$ cat src/rtl/bcd_pkg.sv
// rtl/bcd_pkg.sv - shared states, blank code and constant helpers for the BCD converter
package bcd_pkg;

    typedef enum logic [1:0] {
        IDLE  = 2'd0,
        SHIFT = 2'd1,
        DONE  = 2'd2
    } bcd_state_e;

    // Digit code the seg7 decoder renders dark
    localparam logic [3:0] BCD_BLANK = 4'hF;

    function automatic int pow10(input int n);
        int r;
        r = 1;
        for (int i = 0; i < n; i++) r = r * 10;
        return r;
    endfunction

    function automatic int clog2(input int v);
        int r;
        r = 0;
        for (int i = 0; i < 31; i++) begin
            if ((1 << i) < v) r = i + 1;
        end
        return r;
    endfunction

endpackage

$ cat src/rtl/bcd_digit_adj.sv
// rtl/bcd_digit_adj.sv - double-dabble add-3 correction for one BCD digit
module bcd_digit_adj (
    input  logic [3:0] din,
    output logic [3:0] dout
);

    assign dout = (din > 4'd4) ? din + 4'd3 : din;

endmodule

$ cat src/rtl/bcd_convert_ctrl.sv
// rtl/bcd_convert_ctrl.sv - sequential binary-to-BCD converter; BCD_CONV_BLANK_EN enables leading-zero blanking
module bcd_convert_ctrl
    import bcd_pkg::*;
#(
    parameter int BIN_W  = 14,
    parameter int DIGITS = 4
) (
    input  logic                  clk,
    input  logic                  rst_n,
    input  logic                  in_valid,
    output logic                  in_ready,
    input  logic [BIN_W-1:0]      in_bin,
    output logic                  out_valid,
    input  logic                  out_ready,
    output logic [4*DIGITS-1:0]   out_bcd,
    output logic                  overflow
);

    localparam int          BCD_W = 4 * DIGITS;
    localparam int          CNT_W = clog2(BIN_W + 1);
    localparam logic [31:0] MAX   = 32'(pow10(DIGITS) - 1);

    localparam logic [1:0] S_IDLE  = IDLE;
    localparam logic [1:0] S_SHIFT = SHIFT;
    localparam logic [1:0] S_DONE  = DONE;

    logic [1:0]       state;
    logic [BIN_W-1:0] bin_r;
    logic [BCD_W-1:0] bcd_r;
    logic [CNT_W-1:0] cnt;
    logic             ovf_r;

    logic [31:0]      in_wide;
    logic [BCD_W-1:0] bcd_adj;
    logic [BCD_W-1:0] bcd_next;
    logic [BCD_W-1:0] bcd_done;

    assign in_wide = 32'(in_bin);

    genvar g;
    generate
        for (g = 0; g < DIGITS; g++) begin : g_adj
            bcd_digit_adj u_adj (
                .din  (bcd_r[4*g +: 4]),
                .dout (bcd_adj[4*g +: 4])
            );
        end
    endgenerate

    // The accumulator MSB never carries out since the loaded value is bounded by MAX
    assign bcd_next = (bcd_adj << 1) | BCD_W'(bin_r[BIN_W-1]);

`ifdef BCD_CONV_BLANK_EN
    function automatic logic [BCD_W-1:0] blank_lz(input logic [BCD_W-1:0] v);
        logic lead;
        blank_lz = v;
        lead     = 1'b1;
        for (int d = DIGITS - 1; d >= 1; d--) begin
            if (lead && (v[4*d +: 4] == 4'd0)) blank_lz[4*d +: 4] = BCD_BLANK;
            else                               lead = 1'b0;
        end
    endfunction

    // A saturated result stays as raw nines so it reads as overflow
    assign bcd_done = ovf_r ? bcd_next : blank_lz(bcd_next);
`else
    assign bcd_done = bcd_next;
`endif

    always_ff @(posedge clk or negedge rst_n) begin
        if (!rst_n) begin
            state <= S_IDLE;
            bin_r <= '0;
            bcd_r <= '0;
            cnt   <= '0;
            ovf_r <= 1'b0;
        end else begin
            case (state)
                S_IDLE: begin
                    if (in_valid) begin
                        if (in_wide > MAX) begin
                            bin_r <= MAX[BIN_W-1:0];
                            ovf_r <= 1'b1;
                        end else begin
                            bin_r <= in_bin;
                            ovf_r <= 1'b0;
                        end
                        bcd_r <= '0;
                        cnt   <= CNT_W'(BIN_W);
                        state <= S_SHIFT;
                    end
                end
                S_SHIFT: begin
                    bin_r <= bin_r << 1;
                    cnt   <= cnt - 1'b1;
                    if (cnt == CNT_W'(1)) begin
                        bcd_r <= bcd_done;
                        state <= S_DONE;
                    end else begin
                        bcd_r <= bcd_next;
                    end
                end
                S_DONE: begin
                    if (out_ready) state <= S_IDLE;
                end
                default: state <= S_IDLE;
            endcase
        end
    end

    assign in_ready  = (state == S_IDLE);
    assign out_valid = (state == S_DONE);
    assign out_bcd   = bcd_r;
    assign overflow  = ovf_r;

endmodule

$ cat config.mk
export PLATFORM = sky130hd
export DESIGN_NAME = bcd_convert_ctrl
export DESIGN_NICKNAME = d
export VERILOG_FILES = /design/src/rtl/bcd_pkg.sv /design/src/rtl/bcd_digit_adj.sv /design/src/rtl/bcd_convert_ctrl.sv
export SDC_FILE = /design/constraint.sdc
export NUM_CORES = 1
export LEC_CHECK = 0
export CORE_MARGIN = 4
export CORE_UTILIZATION = 51
export DETAILED_ROUTE_END_ITERATION = 8
export GPL_ROUTABILITY_DRIVEN = 1
export HOLD_SLACK_MARGIN = 0.05
export PLACE_DENSITY_LB_ADDON = 0.25
export SLEW_MARGIN = 20
export SYNTH_ARGS = -nofsm -noshare
export SYNTH_HDL_FRONTEND = slang
export SYNTH_SLANG_ARGS = --single-unit
$ cat constraint.sdc
create_clock -name clk -period 1.8 [get_ports clk]
set_input_delay 0.18 -clock clk [delete_from_list [all_inputs] [get_ports clk]]
set_output_delay 0.18 -clock clk [all_outputs]
set_load 0.02 [all_outputs]
== Word-level counts from Yosys, hierarchy flattened ==
Cells that the tools add are included.
Word-level totals
  output and inout port bits: 19
  register bits: 37
Cells by class
  bitwise gates (word level): 1
  equal/unequal tests: 6
  order comparisons: 5
  reductions and logical operators: 5
  add/sub/neg operators: 5
  mux-type cells: 16
Operators with widths (number)
  16-bit one-hot mux with 2 select lines: 1
  14-bit two-way mux: 2
  14-bit one-hot mux with 2 select lines: 1
  4-bit by 3-bit > comparator with 1-bit output, second input constant: 4
  16-bit two-way mux: 1
  4-bit two-way mux: 4
  16-bit by 1-bit bitwise OR with 16-bit output: 1
  14-bit > comparator, second input constant: 1
  4-bit by 2-bit adder with 4-bit output, second input constant: 3
  4-bit one-hot mux with 2 select lines: 1
  2-bit two-way mux: 3
  2-bit one-hot mux with 3 select lines: 1
  4-bit by 1-bit equality test with 1-bit output, second input constant: 1
  2-bit != test, second input constant: 2
  2-bit AND reduction: 2
  4-bit by 1-bit subtractor with 4-bit output, second input constant: 1
  3-bit by 2-bit adder with 3-bit output, second input constant: 1
  3-bit two-way mux: 1
  3-bit AND reduction: 1
  2-bit by 1-bit equality test with 1-bit output, second input constant: 1
  2-bit equality test, second input constant: 1
  2-bit zero test: 1
  2-bit by 1-bit != test with 1-bit output, second input constant: 1
  2-bit nonzero test: 1
  1-bit two-way mux: 1

== Logic depth before layout (Yosys ltp) ==
Gate-level depths: netlist (run 1).
  depth in word-level cells: 4
  mapped depth: 6
  gate-level depth less buffers: 6

== Modules after synthesis ==
From an unflattened synthesis (run 1), not the netlist that was laid out.
Second synthesis, totals
  cells, all modules: 241
  area total of the unflattened synthesis: 2172.1 µm²
Modules (own cells, without submodules)
  bcd_convert_ctrl: cells each 181, area each 1756.7 µm², times used 1, sequential area each 925.9 µm²
  bcd_digit_adj: cells each 15, area each 103.8 µm², times used 4, sequential area each 0.0 µm²

== Worst setup path before layout (run 1) ==
No wires, ideal clock.
  path kind: reg2reg
  from: register bcd_r[4], in the netlist out_bcd[4]
  to: register bcd_r[6], in the netlist out_bcd[6]
  path buffers: 0
  arrival: 1.476 ns
  slack: 0.241 ns
  cell stages (with the launch flop): 7
  period minus slack after synthesis: 1.559 ns
  cells stage by stage: dfrtp_1 > inv_1 > ha_1 > inv_1 > a21oi_1 > mux2_2 > o21ai_0
Between the ends
  cells in the longest elaborated chain, start to end: 4
  elaborated cells between the ends (all ways): 5
RTL lines
  from (decl): RTL line bcd_convert_ctrl.sv:29  | logic [BCD_W-1:0] bcd_r;
  from (signal assigned): RTL line bcd_convert_ctrl.sv:97  | bcd_r <= bcd_done;
  from (signal assigned): RTL line bcd_convert_ctrl.sv:100  | bcd_r <= bcd_next;
  4-bit by 2-bit adder with 4-bit output / 4-bit by 3-bit > comparator with 1-bit output (equally long branches): RTL line bcd_digit_adj.sv:7  | assign dout = (din > 4'd4) ? din + 4'd3 : din;
  4-bit two-way mux *: RTL line bcd_digit_adj.sv:7
  16-bit by 1-bit bitwise OR with 16-bit output *: RTL line bcd_convert_ctrl.sv:51  | assign bcd_next = (bcd_adj << 1) | BCD_W'(bin_r[BIN_W-1]);
  16-bit one-hot mux with 2 select lines *: RTL line bcd_convert_ctrl.sv:78  | case (state)
Mark *: on every way between the ends. The rest lies on a longest branch, timed or not.
A chain may end at the register's enable or synchronous reset.

== Worst setup path after layout (run 1) ==
  from: register state[0]
  to: output in_ready
Between the ends
  cells in the longest elaborated chain, start to end: 1
RTL lines
  from (decl): RTL line bcd_convert_ctrl.sv:27  | logic [1:0] state;
  from (signal assigned): RTL line bcd_convert_ctrl.sv:72  | state <= S_IDLE;
  from (signal assigned): RTL line bcd_convert_ctrl.sv:90  | state <= S_SHIFT;
  from (signal assigned): RTL line bcd_convert_ctrl.sv:98  | state <= S_DONE;
  2-bit zero test: RTL line bcd_convert_ctrl.sv:111  | assign in_ready = (state == S_IDLE);
  to (decl): RTL line bcd_convert_ctrl.sv:11  | output logic in_ready,
No other way between the ends.

==> impl_metrics.py, run 1 <==
metrics = {
    "status": {
        "outcome": "complete, no violations",
    },
    "clock_tree": {
        "clock_sinks": 37,
        "clockBufferDepth": 2,
        "worstSkewPairLatency_ps": 280,
        "root_buffer": "clkbuf_8",
        "cts_setup_buffers": 0,
        "cts.clk_slew.worst_paths_ps": 70,
        "cts_max_level": 2,
        "cts_tree": "done",
        "cts_made_buffers": 5,
    },
    "worst_setup_path": {
        "cp_data_required_time_ps": 1620,
        "r2r_cells": 6,
        "r2r_slack_ps": 160,
        "r2r-end": "out_bcd[6]",
        "cp_max_fo": 6,
        "crit_arrival_ps": 1460,
        "worstPathCellList": "nor2_1, clkdlybuf4s50_1",
        "path_class": "reg -> out",
        "cp-start-kind": "flop",
        "slowest_delay_ps": 610,
        "crit_end": "in_ready",
        "cp-startpoint": "state[0]",
        "reg2reg_from": "out_bcd[4]",
        "cp-end-kind": "output pin",
        "critPathSlowestCell": "clkdlybuf4s50_1",
    },
    "synth": {
        "synth_area_mm2": 0.00188,
        "ys_types": 34,
        "synth_edf_count": 0,
        "synthArstFlopShare_pct": 100,
        "synth-seq-area-share_pct": 49.3,
        "syn_inst": 194,
        "syn_area_per_cell_um2": 9.68,
        "ys.flop_type": "dfrtp_1",
        "ys_ff_latch": 37,
        "syn_nets": 219,
        "yosysWarnings": 0,
    },
    "place": {
        "post-dp-hpwl_mm": 3.11,
        "post_dp_cell_area_mm2": 0.00232,
        "port_buffers": 36,
        "gp_congestion": 0.863,
    },
    "hold_path": {
        "hold_path.class": "in -> async",
    },
    "run": {
        "drv_cap": 0,
    },
    "layout": {
        "multi_input_area_um2": 826,
        "fill_cells": 267,
        "fin_area_mm2": 0.00240,
        "final-seq-area_um2": 926,
        "antenna_cells": 0,
        "syn_to_final_growth_pct": 28.0,
        "drive_gt1_share_pct": 8.02,
        "fin_util_pct": 69.8,
        "finalNetCount": 261,
    },
    "floorplanning": {
        "die_y_um": 68.7,
        "pin_count": 37,
        "core_mm2": 0.00344,
        "start_util_pct": 54.6,
        "die_area_mm2": 0.00472,
        "rows": 21,
        "chipWidth_um": 68.7,
    },
    "power_and_ir_drop": {
        "swShare_pct": 41.2,
        "pwr-share-seq_pct": 36.0,
        "internal_power_mw": 2.58,
        "switchingPower_mw": 1.80,
        "p_leak_nw": 1.10,
        "power_frac_comb_pct": 51.5,
        "clkPwrFrac_pct": 12.5,
        "total_power_mw": 4.38,
        "powerDensity_mw_per_mm2": 1820,
        "peakVddDrop_v": 0.000711,
    },
    "sta": {
        "fmax_ghz": 0.609,
        "finClkSkew_ps": 5.51,
        "setup_viol": 0,
        "period_needed_ps": 1640,
        "worst_slew_pin_slew_ps": 549,
        "fin_crit_sh_pct": 91.2,
        "maxSlewHeadroom_pct": 63.3,
        "hold_violations": 0,
        "slew_violations": 0,
        "rsz0062_at_grt": "false",
        "holdWs_ps": 317,
        "tns_ps": 0,
    },
    "routing": {
        "viasPerCell": 5.80,
        "postRouteAntennaNets": 0,
        "vias": 1640,
        "drtPass1Iterations": 4,
        "wire_per_inst_um": 14.8,
        "finalWirelength_mm": 4.20,
        "drtIter0Drc": 131,
        "drc": 0,
    },
    "global_routing": {
        "grt_start_max_net_pins": 38,
        "track_usage_pct": 19.9,
        "antenna_found_initial": 0,
        "grt_pass1_vias": 1669,
        "grt-ovfl-total": 0,
        "grt_pass1_wl_mm": 7.03,
    },
}
layer usage:
layer	vias up	global-route usage (%)	part of all wire, %
li1	775	-	-
met1	785	21.1	40
met2	70	35.0	51
met3	10	7.46	7.7
met4	0	8.68	1.6
met5	-	0	0
critical path, delay by kind of cell (launching register included):
kind	cells	cell delay, ps
buffers and inverters	1	610
and+or+nand+nor	1	130
DFF	1	450
repair_timing:
item                                    4_1_cts  5_1_grt
gates resized for setup                       0        1
endpoints found under the setup margin        0        1
hold buffers                                  0        0
synth_stat cells (2+ instances only):
| master | n | area, um2 |
|---|---|---|
| dfrtp_1 | 37 | 926 |
| buf_2 | 4 | 20.0 |
| a31oi_1 | 2 | 12.5 |
| a222oi_1 | 4 | 40.0 |
| mux2i_1 | 2 | 20.0 |
| a22oi_1 | 7 | 52.6 |
| o2bb2ai_1 | 3 | 26.3 |
| a211oi_1 | 2 | 15.0 |
| nor2b_1 | 3 | 18.8 |
| nor3_1 | 4 | 20.0 |
| a21oi_1 | 10 | 50.1 |
| nor2_1 | 5 | 18.8 |
| o21ai_0 | 17 | 85.1 |
| nand2_1 | 20 | 75.1 |
| clkbuf_1 | 3 | 11.3 |
| a21o_1 | 2 | 15.0 |
| xnor2_1 | 4 | 35.0 |
| nand3_1 | 16 | 80.1 |
| o31ai_1 | 4 | 30.0 |
| ha_1 | 7 | 87.6 |
| a32o_1 | 3 | 30.0 |
| o22ai_1 | 2 | 12.5 |
| inv_1 | 21 | 78.8 |
| mux2_2 | 2 | 22.5 |
state kept, by name (all words and copies together) (netlist names):
signal and count:
state 2, cnt 4, out_bcd 16, overflow 1, bin_r 14
power by group through the flow:
stage               combinational, mW  sequential (mW)  clock [mW]
CTS                              2.28             1.57       0.565
detailed placement               2.27             1.58           0
floorplan                        1.31             1.71           0
finish                           2.26             1.58       0.546
global placement                 2.15             1.54           0
global route                     2.51             1.63       0.601
final cells by class:
cell class / count / share of cell area [%]
Clock buffer: 8 / 3.33
Inverter: 21 / 3.28
Multi-Input combinational cell: 127 / 34.4
Sequential cell: 37 / 38.5
Tap cell: 46 / 2.39
Timing Repair Buffer: 44 / 18.1
kinds of logic (layout without fill, tap and decap cells):
kind of cell	Yosys count	count (layout)	synth area share (%)
AO/OA/AOI/OAI	58	58	21.1
buffers and inverters	30	73	6.73
flip-flops	37	37	49.3
multiplexers	4	4	2.27
AND/OR/NAND/NOR	54	54	14.1
adder cells (fa/ha/maj)	7	7	4.66
XOR/XNOR	4	4	1.87
cells in the final DEF, fill, tap and decap left out:
| master | netlist | final |
|---|---|---|
| o211a_1 | 1 | 1 |
| o311ai_2 | 1 | 1 |
| or3b_2 | 1 | 1 |
| nand2b_1 | 1 | 1 |
| nor3_1 | 4 | 4 |
| o2bb2ai_1 | 3 | 3 |
| xnor2_1 | 4 | 4 |
| a22oi_1 | 7 | 7 |
| a21o_1 | 2 | 2 |
| mux2i_1 | 2 | 2 |
| dlymetal6s2s_1 | 0 | 1 |
| nor2_1 | 5 | 5 |
| o31ai_1 | 4 | 4 |
| nor2b_1 | 3 | 3 |
| inv_1 | 21 | 21 |
| o21ai_0 | 17 | 17 |
| a32o_1 | 3 | 3 |
| mux2_2 | 2 | 2 |
| o22ai_1 | 2 | 2 |
| nand4_1 | 1 | 1 |
| nor3b_4 | 1 | 1 |
| a222oi_1 | 4 | 4 |
| ha_1 | 7 | 7 |
| nor2_2 | 1 | 1 |
| nor4_1 | 1 | 1 |
| a31oi_1 | 2 | 2 |
| dfrtp_1 | 37 | 37 |
| clkdlybuf4s50_1 | 0 | 35 |
| nand3_1 | 16 | 16 |
| nand2_1 | 20 | 20 |
| a21oi_1 | 10 | 10 |
| buf_4 | 0 | 7 |
| clkbuf_1 | 3 | 3 |
| buf_12 | 0 | 1 |
| a211oi_1 | 2 | 2 |
| clkbuf_8 | 0 | 5 |
stage by stage:
stage / setup WS, ps / instances
floorplan: 241 / 194
global placement: 26.2 / 275
detailed placement: -42.0 / 275
CTS: 41.6 / 283
global route: 45.4 / 283
finish: 159 / 283
worst min path at each step:
stage / cells after the start / from / endpoint
5_1_grt: 2 / rst_n / out_bcd[9]
6_report: 2 / rst_n / out_bcd[9]
4_1_cts: 2 / rst_n / out_bcd[4]
2_1_floorplan: 0 / rst_n / bin_r[0]
3_3_place_gp: 2 / bin_r[11] / bin_r[12]
3_5_place_dp: 2 / bin_r[11] / bin_r[12]
No activity file was read; power rests on OpenSTA's default activity.
==> run 2: changes to the inputs <==
--- a/config.mk
+++ b/config.mk
@@ -7,4 +7,5 @@
 export LEC_CHECK = 0
+export ABC_CLOCK_PERIOD_IN_PS = 2100
 export CORE_MARGIN = 4
-export CORE_UTILIZATION = 51
+export CORE_UTILIZATION = 55
 export DETAILED_ROUTE_END_ITERATION = 8
==> constraint.sdc (replaced) <==
create_clock -name clk -period 2.1 [get_ports clk]
set_input_delay 0.21 -clock clk [delete_from_list [all_inputs] [get_ports clk]]
set_output_delay 0.21 -clock clk [all_outputs]
set_load 0.005 [all_outputs]
==> impl_metrics.py, run 2 (synthesis gave the netlist of run 1 again) <==
metrics = {
    "floorplanning": {
        "die_y_um": 66.4,
        "core_mm2": 0.00315,
        "start_util_pct": 59.6,
        "pin_count": 37,
        "chipWidth_um": 66.4,
        "die_area_mm2": 0.00441,
        "rows": 20,
    },
    "worst_setup_path": {
        "cp-end-kind": "output pin",
        "worst-path-buf-inv": 1,
        "critical-path-top-delay-family": "buffers and inverters",
        "cp_data_required_time_ps": 1890,
        "crit_arrival_ps": 1630,
        "cp-start-kind": "flop",
        "slowest_delay_ps": 550,
        "worstPathCellList": "nor2b_1, clkdlybuf4s50_1",
        "cp_max_fo": 6,
        "critPathSlowestCell": "clkdlybuf4s50_1",
        "path_class": "reg -> out",
    },
    "clock_tree": {
        "worstSkewPairLatency_ps": 350,
        "clock_sinks": 37,
        "cts.clk_slew.worst_paths_ps": 120,
        "cts_made_buffers": 5,
        "cts_resized": 0,
        "cts_setup_buffers": 0,
        "clockBufferDepth": 2,
        "ctsHoldBuffers": 0,
        "cts_tree": "done",
        "cts_max_level": 2,
        "root_buffer": "clkbuf_4",
    },
    "global_routing": {
        "grt-ovfl-total": 0,
        "antenna_found_initial": 0,
        "track_usage_pct": 22.1,
        "grt_pass1_wl_mm": 7.42,
        "grt_pass1_vias": 1658,
        "grt_start_max_net_pins": 38,
    },
    "layout": {
        "fill_cells": 243,
        "multi_input_area_um2": 826,
        "finalNetCount": 259,
        "mostFrequentLayoutCell": "dfrtp_1",
        "antenna_cells": 0,
        "drive_gt1_share_pct": 8.51,
        "syn_to_final_growth_pct": 25.7,
        "final_cell_mix": "dfrtp_1 (37), clkdlybuf4s50_1 (36), inv_1 (21), nand2_1 (20), o21ai_0 (17)",
        "fin_area_mm2": 0.00236,
        "largest_reg_flops": 16,
        "final-seq-area_um2": 926,
    },
    "sta": {
        "maxSlewHeadroom_pct": 68.9,
        "setup_viol": 0,
        "fin_crit_sh_pct": 87.8,
        "holdWs_ps": 270,
        "hold_violations": 0,
        "slew_violations": 0,
        "finClkSkew_ps": 11.7,
        "tns_ps": 0,
        "rsz0062_at_grt": "false",
        "fmax_ghz": 0.542,
        "worst_slew_pin_slew_ps": 467,
        "period_needed_ps": 1840,
    },
    "routing": {
        "drc": 0,
        "finalWirelength_mm": 4.41,
        "drtPass1Iterations": 5,
        "wire_per_inst_um": 15.8,
        "vias": 1675,
        "viasPerCell": 6.00,
        "drtIter0Drc": 131,
        "postRouteAntennaNets": 0,
    },
    "power_and_ir_drop": {
        "p_leak_nw": 1.07,
        "peakVddDrop_v": 0.000897,
        "powerDensity_mw_per_mm2": 1490,
        "total_power_mw": 3.52,
    },
    "place": {
        "post-dp-hpwl_mm": 3.22,
        "port_buffers": 36,
        "post_dp_cell_area_mm2": 0.00229,
        "gp_congestion": 0.899,
    },
    "run": {
        "drv_cap": 0,
    },
    "hold_path": {
        "hold_path.class": "in -> async",
    },
    "status": {
        "outcome": "complete, no violations",
    },
}
[run 2: cell types whose count changed in the layout (fill, tap and decap cells not counted), sizes merged]
cell	change
buf	-2
clkbuf	-1
clkdlybuf4s50	+1
clkinv	+1
dlymetal6s2s	-1
[run 2: metal layers]
| layer | wire (um) | vias up | part of all wire (%) | track usage [%] |
|---|---|---|---|---|
| li1 | - | 779 | - | - |
| met1 | 1720 | 810 | 39 | 25.0 |
| met2 | 2330 | 70 | 53 | 39.8 |
| met3 | 254 | 16 | 5.8 | 4.59 |
| met4 | 99 | 0 | 2.2 | 9.64 |
| met5 | 0 | - | 0 | 0 |
[run 2: final cells by class]
class | count | area share (%)
Tap cell | 44 | 2.33
Clock buffer | 7 | 2.76
Clock inverter | 1 | 0.212
Timing Repair Buffer | 42 | 17.2
Inverter | 21 | 3.34
Sequential cell | 37 | 39.2
Multi-Input combinational cell | 127 | 35.0
[run 2: worst register-to-register path, cell delays in order (launching register included)]
cell,delay (ps)
dfrtp_1,420
inv_1,150
ha_1,200
inv_1,50
a21oi_1,250
mux2_2,370
o21ai_0,180
[run 2: power breakdown]
group	internal [mW]	leakage, nW	switching, mW
registers	1.05	0.455	0.297
clock network	0.194	0.0413	0.246
logic	0.873	0.575	0.860
[run 2: path summary, 6_finish.rpt]
check / depth (start not counted) / endpoint / start / slack [ps]
min: 2 / out_bcd[11] / rst_n / 270
min in group clk: 3 / bin_r[2] / in_bin[2] / 400
max reg2reg: 6 / out_bcd[2] / out_bcd[0] / 400
max: 2 / out_valid / state[1] / 260
max in group asynchronous: 2 / bin_r[12] / rst_n / 1490
min reg2reg: 2 / bin_r[13] / bin_r[13] / 480
[run 2: per-stage QoR]
stage                     setup WS (ps)  util (%)  std cells
after floorplan                     630         -        194
after global placement              337      72.7        271
after detailed placement            226      72.7        271
after CTS                           247      74.9        279
after global routing                175      74.9        279
final                               255      74.9        279
